[src/rtl/fetch_queue_unit.sv]
// fetch_queue_unit
// Instruction-fetch front end. An internal PC drives sequential requests to
// instruction memory (one outstanding at a time); responses land in a
// DEPTH-entry first-word-fall-through queue that feeds decode.
//
// Ports
//   clk             rising-edge clock
//   pon_rst_n_i     asynchronous active-low reset
//   fetch_enable    permits new memory requests
//   redirect_valid  branch taken: clear queue, load PC from redirect_addr
//   redirect_addr   branch target
//   flush           clear queue, keep PC (rewinds to a discarded in-flight fetch)
//   mem_req_*       request channel to memory (valid/ready, address)
//   mem_rsp_*       response channel from memory (one per accepted request)
//   out_*           head of queue to decode (valid/ready, instruction, address)
//   queue_count     occupied entries
//   fetch_stall     queue full while fetch_enable is high
module fetch_queue_unit #(
  parameter int unsigned            INSTR_WIDTH = 16,
  parameter int unsigned            ADDR_WIDTH  = 13,
  parameter int unsigned            DEPTH       = 8,
  parameter logic [ADDR_WIDTH-1:0]  RESET_PC    = '0
) (
  input  logic                      clk,
  input  logic                      pon_rst_n_i,
  input  logic                      fetch_enable,
  input  logic                      redirect_valid,
  input  logic [ADDR_WIDTH-1:0]     redirect_addr,
  input  logic                      flush,
  output logic                      mem_req_valid,
  output logic [ADDR_WIDTH-1:0]     mem_req_addr,
  input  logic                      mem_req_ready,
  input  logic                      mem_rsp_valid,
  input  logic [INSTR_WIDTH-1:0]    mem_rsp_data,
  output logic                      out_valid,
  output logic [INSTR_WIDTH-1:0]    out_instr,
  output logic [ADDR_WIDTH-1:0]     out_addr,
  input  logic                      out_ready,
  output logic [$clog2(DEPTH):0]    queue_count,
  output logic                      fetch_stall
);

  localparam int unsigned PTR_W = $clog2(DEPTH);
  localparam int unsigned CNT_W = PTR_W + 1;
  localparam logic [CNT_W-1:0] FULL_CNT = CNT_W'(DEPTH);

  typedef enum logic [1:0] {StIdle, StReq, StWait} state_e;

  state_e                  r_state;
  logic [ADDR_WIDTH-1:0]   r_pc;
  logic                    r_req_valid;
  logic [ADDR_WIDTH-1:0]   r_req_addr;
  logic [ADDR_WIDTH-1:0]   r_lat_addr;
  logic                    r_drop;

  logic [PTR_W-1:0]        r_head;
  logic [PTR_W-1:0]        r_tail;
  logic [CNT_W-1:0]        r_count;
  logic [INSTR_WIDTH-1:0]  r_instr_mem [DEPTH];
  logic [ADDR_WIDTH-1:0]   r_addr_mem  [DEPTH];

  logic w_kill;
  logic w_push;
  logic w_pop;
  logic w_space;
  logic w_pending;

  // Redirect and flush share every queue/FSM effect except the PC update.
  assign w_kill    = redirect_valid | flush;
  assign w_pending = (r_state == StWait);
  // Room must exist for the response of the request about to be issued.
  assign w_space   = (r_count + CNT_W'(w_pending)) < FULL_CNT;
  assign w_push    = (r_state == StWait) & mem_rsp_valid & ~r_drop & ~w_kill;
  assign w_pop     = out_valid & out_ready & ~w_kill;

  assign mem_req_valid = r_req_valid;
  assign mem_req_addr  = r_req_addr;
  assign out_valid     = (r_count != '0);
  assign out_instr     = out_valid ? r_instr_mem[r_head] : '0;
  assign out_addr      = out_valid ? r_addr_mem[r_head]  : '0;
  assign queue_count   = r_count;
  assign fetch_stall   = (r_count == FULL_CNT) & fetch_enable;

  // Fetch FSM. Request valid/address are registered outputs; the address is
  // held at zero outside StReq.
  always_ff @(posedge clk or negedge pon_rst_n_i) begin
    if (!pon_rst_n_i) begin
      r_state     <= StIdle;
      r_pc        <= RESET_PC;
      r_req_valid <= 1'b0;
      r_req_addr  <= '0;
      r_lat_addr  <= '0;
      r_drop      <= 1'b0;
    end else begin
      unique case (r_state)
        StIdle: begin
          if (w_kill) begin
            // Stay idle this cycle so the new PC is the one issued next.
            if (redirect_valid) r_pc <= redirect_addr;
          end else if (fetch_enable && w_space) begin
            r_state     <= StReq;
            r_req_valid <= 1'b1;
            r_req_addr  <= r_pc;
          end
        end

        StReq: begin
          if (w_kill) begin
            if (redirect_valid) r_pc <= redirect_addr;
            r_req_valid <= 1'b0;
            r_req_addr  <= '0;
            if (mem_req_ready) begin
              // Accepted anyway: a response is owed and must be thrown away.
              r_state    <= StWait;
              r_drop     <= 1'b1;
              r_lat_addr <= r_req_addr;
            end else begin
              r_state <= StIdle;
            end
          end else if (mem_req_ready) begin
            r_state     <= StWait;
            r_req_valid <= 1'b0;
            r_req_addr  <= '0;
            r_lat_addr  <= r_req_addr;
          end
        end

        StWait: begin
          if (mem_rsp_valid) begin
            // The owed response arrives: nothing is outstanding any more, so
            // even a same-cycle kill returns to idle rather than waiting again.
            r_state <= StIdle;
            r_drop  <= 1'b0;
            if (w_kill) begin
              if (redirect_valid)  r_pc <= redirect_addr;
              else if (!r_drop)    r_pc <= r_lat_addr;
            end else if (!r_drop) begin
              r_pc <= r_pc + ADDR_WIDTH'(1);
            end
          end else if (w_kill) begin
            r_drop <= 1'b1;
            // Flush refetches the live in-flight address; a fetch already
            // marked for drop belongs to an abandoned stream.
            if (redirect_valid)  r_pc <= redirect_addr;
            else if (!r_drop)    r_pc <= r_lat_addr;
          end
        end

        default: begin
          r_state     <= StIdle;
          r_req_valid <= 1'b0;
          r_req_addr  <= '0;
        end
      endcase
    end
  end

  // Queue pointers and occupancy.
  always_ff @(posedge clk or negedge pon_rst_n_i) begin
    if (!pon_rst_n_i) begin
      r_head  <= '0;
      r_tail  <= '0;
      r_count <= '0;
    end else if (w_kill) begin
      r_head  <= '0;
      r_tail  <= '0;
      r_count <= '0;
    end else begin
      if (w_push) r_tail <= r_tail + PTR_W'(1);
      if (w_pop)  r_head <= r_head + PTR_W'(1);
      if (w_push && !w_pop) begin
        r_count <= r_count + CNT_W'(1);
      end else if (w_pop && !w_push) begin
        r_count <= r_count - CNT_W'(1);
      end
    end
  end

  // Storage needs no reset: outputs are masked while the queue is empty.
  always_ff @(posedge clk) begin
    if (w_push) begin
      r_instr_mem[r_tail] <= mem_rsp_data;
      r_addr_mem[r_tail]  <= r_lat_addr;
    end
  end

endmodule

[config.mk]
export PLATFORM = sky130hd
export DESIGN_NAME = fetch_queue_unit
export DESIGN_NICKNAME = d
export VERILOG_FILES = /design/src/rtl/fetch_queue_unit.sv
export SDC_FILE = /design/constraint.sdc
export NUM_CORES = 1
export LEC_CHECK = 0
export ABC_AREA = 1
export CAP_MARGIN = 20
export CORE_ASPECT_RATIO = 2
export CORE_UTILIZATION = 26
export DETAILED_ROUTE_END_ITERATION = 8
export SYNTH_ARGS = -nofsm -noshare
export SYNTH_HDL_FRONTEND = slang
export SYNTH_SLANG_ARGS = --single-unit
[constraint.sdc]
create_clock -name clk -period 9.1 [get_ports clk]
set_input_delay 0.91 -clock clk [delete_from_list [all_inputs] [get_ports clk]]
set_output_delay 0.91 -clock clk [all_outputs]
set_load 0.02 [all_outputs]
==> metrics <==
status=finished clean; Detailed Route Iter0 Violations=534; Die X=156 µm; sequential cell area=around 0.0083 mm²; layout cell share with drive strength beyond 1=0.0726; Worst Hold Class=in2async; vias in the first global route=about 8400; Seq/Total Area, Yosys=0.676; Cell Pwr Density=239 mW/mm²; clk root buf=clkbuf_16; Site Rows=112; Via Count=about 8300; antenna violations before repair=0; Initial Util=0.263; fillcell total=4679; postcts setup bufs=0; syn_nets=approximately 1100; Setup Viol. Count Final=0; placer congestion estimate=roughly 0.89; PnR Total Power=approximately 3.5 mW; global-route wire length before repair=roughly 48 mm; H-tree depth=1; total die area=0.0481 mm²; CTS Sinks=285; final hold slack=around 0.49 ns; DRT antenna net count=0; Routed Wire Length=just over 30 mm; post-synth top area share=0.568; post-synth cell types=34; Port Buffer Count=85; Post-Syn Area=0.0123 mm²; ys flop type=edfxtp_1; CTS buffer count=24; overall routing resource usage=0.130; Avg Inst Size Synth=around 11 µm²; Worst Path Required=approximately 8.2 ns; #FFs+latches synth=285; Synth area leaders=edfxtp_1 (57%), dfrtp_1 (11%), o21ai_0 (7.1%); Hold-fix buffers, CTS=0; asr flop ratio synth=0.186; top-count cell post-synth=edfxtp_1; RSZ-0062 raised after global routing=no; Max Clock Skew=0.0123 ns; routed vias/inst=4.59; Post-synth EDFFs=about 230; worst skew pair latency=0.53 ns; Chip Height=309 µm; TritonCTS clock tree=yes; I/O pins=86; Core Region=0.0467 mm²; Worst setup EP type=output port; cts repair resizes=0; cell count after synthesis=1103; Final Cycle Share=0.507; Critical Path AT=3.70 ns; Area Overhead vs Synth=18.8%; setup tns final=0 ns; mean routed wirelength per cell=about 17 µm; critical path launch point type=flip-flop; Fmax=217 MHz; hpwl dp=just over 20 mm; WS Path Type=reg2out; Final nets=roughly 1200; Clock Path Buffers=3; relative slew slack=0.300; VDD IR max=153 µV; area of the multi-input gates=between 0.003 and 0.004 mm²; worst slew pin tran=1.05 ns; Final min period=4.61 ns; Max Slew Vio Count=0; largest net degree at the start of global routing=74; diode count=0; DRT Pass-1 Iters=4; Worst-path clk slew=approximately 0.07 ns; DRC viols=0; CP max FO=64; area leader, netlist=edfxtp_1; Yosys warning count=0; maxcap violations=0; global route overflow=0; Final Hold Fails=0; top cells by count, synth=edfxtp_1 (232), nor2_1 (224), o21ai_0 (175), nand2_1 (133), dfrtp_1 (53); Static Leak=approximately 5 nW
final timing paths:
| path | start | to | slack [ns] | cells after the start |
|---|---|---|---|---|
| max | r_head[0]$_DFFE_PN0P_ | out_addr[4] | 4.49 | 7 |
| min | pon_rst_n_i | r_pc[2]$_DFFE_PN0P_ | 0.49 | 2 |
| max reg2reg | queue_count[3]$_DFFE_PN0P_ | queue_count[3]$_DFFE_PN0P_ | 5.94 | 13 |
| min reg2reg | mem_req_valid$_DFFE_PN0P_ | mem_req_valid$_DFFE_PN0P_ | 0.50 | 2 |
| max in group asynchronous | pon_rst_n_i | r_head[0]$_DFFE_PN0P_ | 8.04 | 2 |
| min in group clk | mem_req_valid$_DFFE_PN0P_ | mem_req_valid$_DFFE_PN0P_ | 0.50 | 2 |
stage by stage:
stage,util,area (µm²),std cells,setup slack [ns]
final,0.312,14600,1811,4.49
after global routing,0.312,14600,1811,4.17
after CTS,0.312,14600,1811,4.37
after detailed placement,0.295,13800,1767,4.55
after global placement,0.295,13700,1766,4.55
after floorplan,-,12300,1103,5.15
cells by family after synthesis:
group | Yosys count | synth area share
AO/OA/AOI/OAI | 246 | 0.105
adder cells (fa/ha/maj) | 6 | 0.00673
multiplexers | 42 | 0.0356
buffers and inverters | 98 | 0.0353
flip-flops | 285 | 0.676
XOR/XNOR | 1 | 0.000714
AND/OR/NAND/NOR | 425 | 0.140
power by group:
part,internal (mW),total (mW),switching (mW)
sequential,1.56,1.74,0.175
combinational,0.260,0.684,0.424
clock,0.591,1.06,0.465
total,2.41,3.48,1.06
worst max-delay path, stage by stage, from the launching register on:
cell,delay (ns)
dfrtp_4,0.71
inv_2,0.42
buf_4,0.64
o21ai_0,0.19
o21ai_1,0.10
o21ai_0,0.09
nor2_1,0.30
clkdlybuf4s50_1,0.67
layer usage:
| metal | vias to the layer above | global-route usage | part of all wire |
|---|---|---|---|
| met5 | - | 0 | 0 |
| met2 | 217 | 0.257 | 0.56 |
| met1 | 4024 | 0.137 | 0.37 |
| li1 | 4015 | - | - |
| met3 | 50 | 0.0119 | 0.035 |
| met4 | 0 | 0.0575 | 0.033 |
flip-flops by register name, indices dropped and copies added, names as in the netlist:
register	cells
mem_req_addr	13
mem_req_valid	1
queue_count	4
r_addr_mem	104
r_drop	1
r_head	3
r_instr_mem	128
r_lat_addr	13
r_pc	13
r_state	2
r_tail	3
area by class of cell:
class,instances,share of cell area
Sequential cell,285,0.570
Multi-Input combinational cell,720,0.247
Timing Repair Buffer,95,0.0646
Tap cell,627,0.0538
Clock buffer,29,0.0440
Clock inverter,15,0.0108
Inverter,40,0.0105
layout by cell type, fill, tap and decap left out, types with 6 or more instances in the layout:
cell               n
nand3_1           47
nor2_4             6
edfxtp_1         232
clkbuf_16         25
clkdlybuf4s50_1   84
nor2_1           220
inv_1             36
o21ai_0          175
buf_4              9
a21oi_1           23
mux2i_1           29
nand2_1          133
o21ai_1            9
mux2_2            13
o22ai_1           29
o211ai_1           8
dfrtp_1           51
Power figures use the tool's default switching activity.
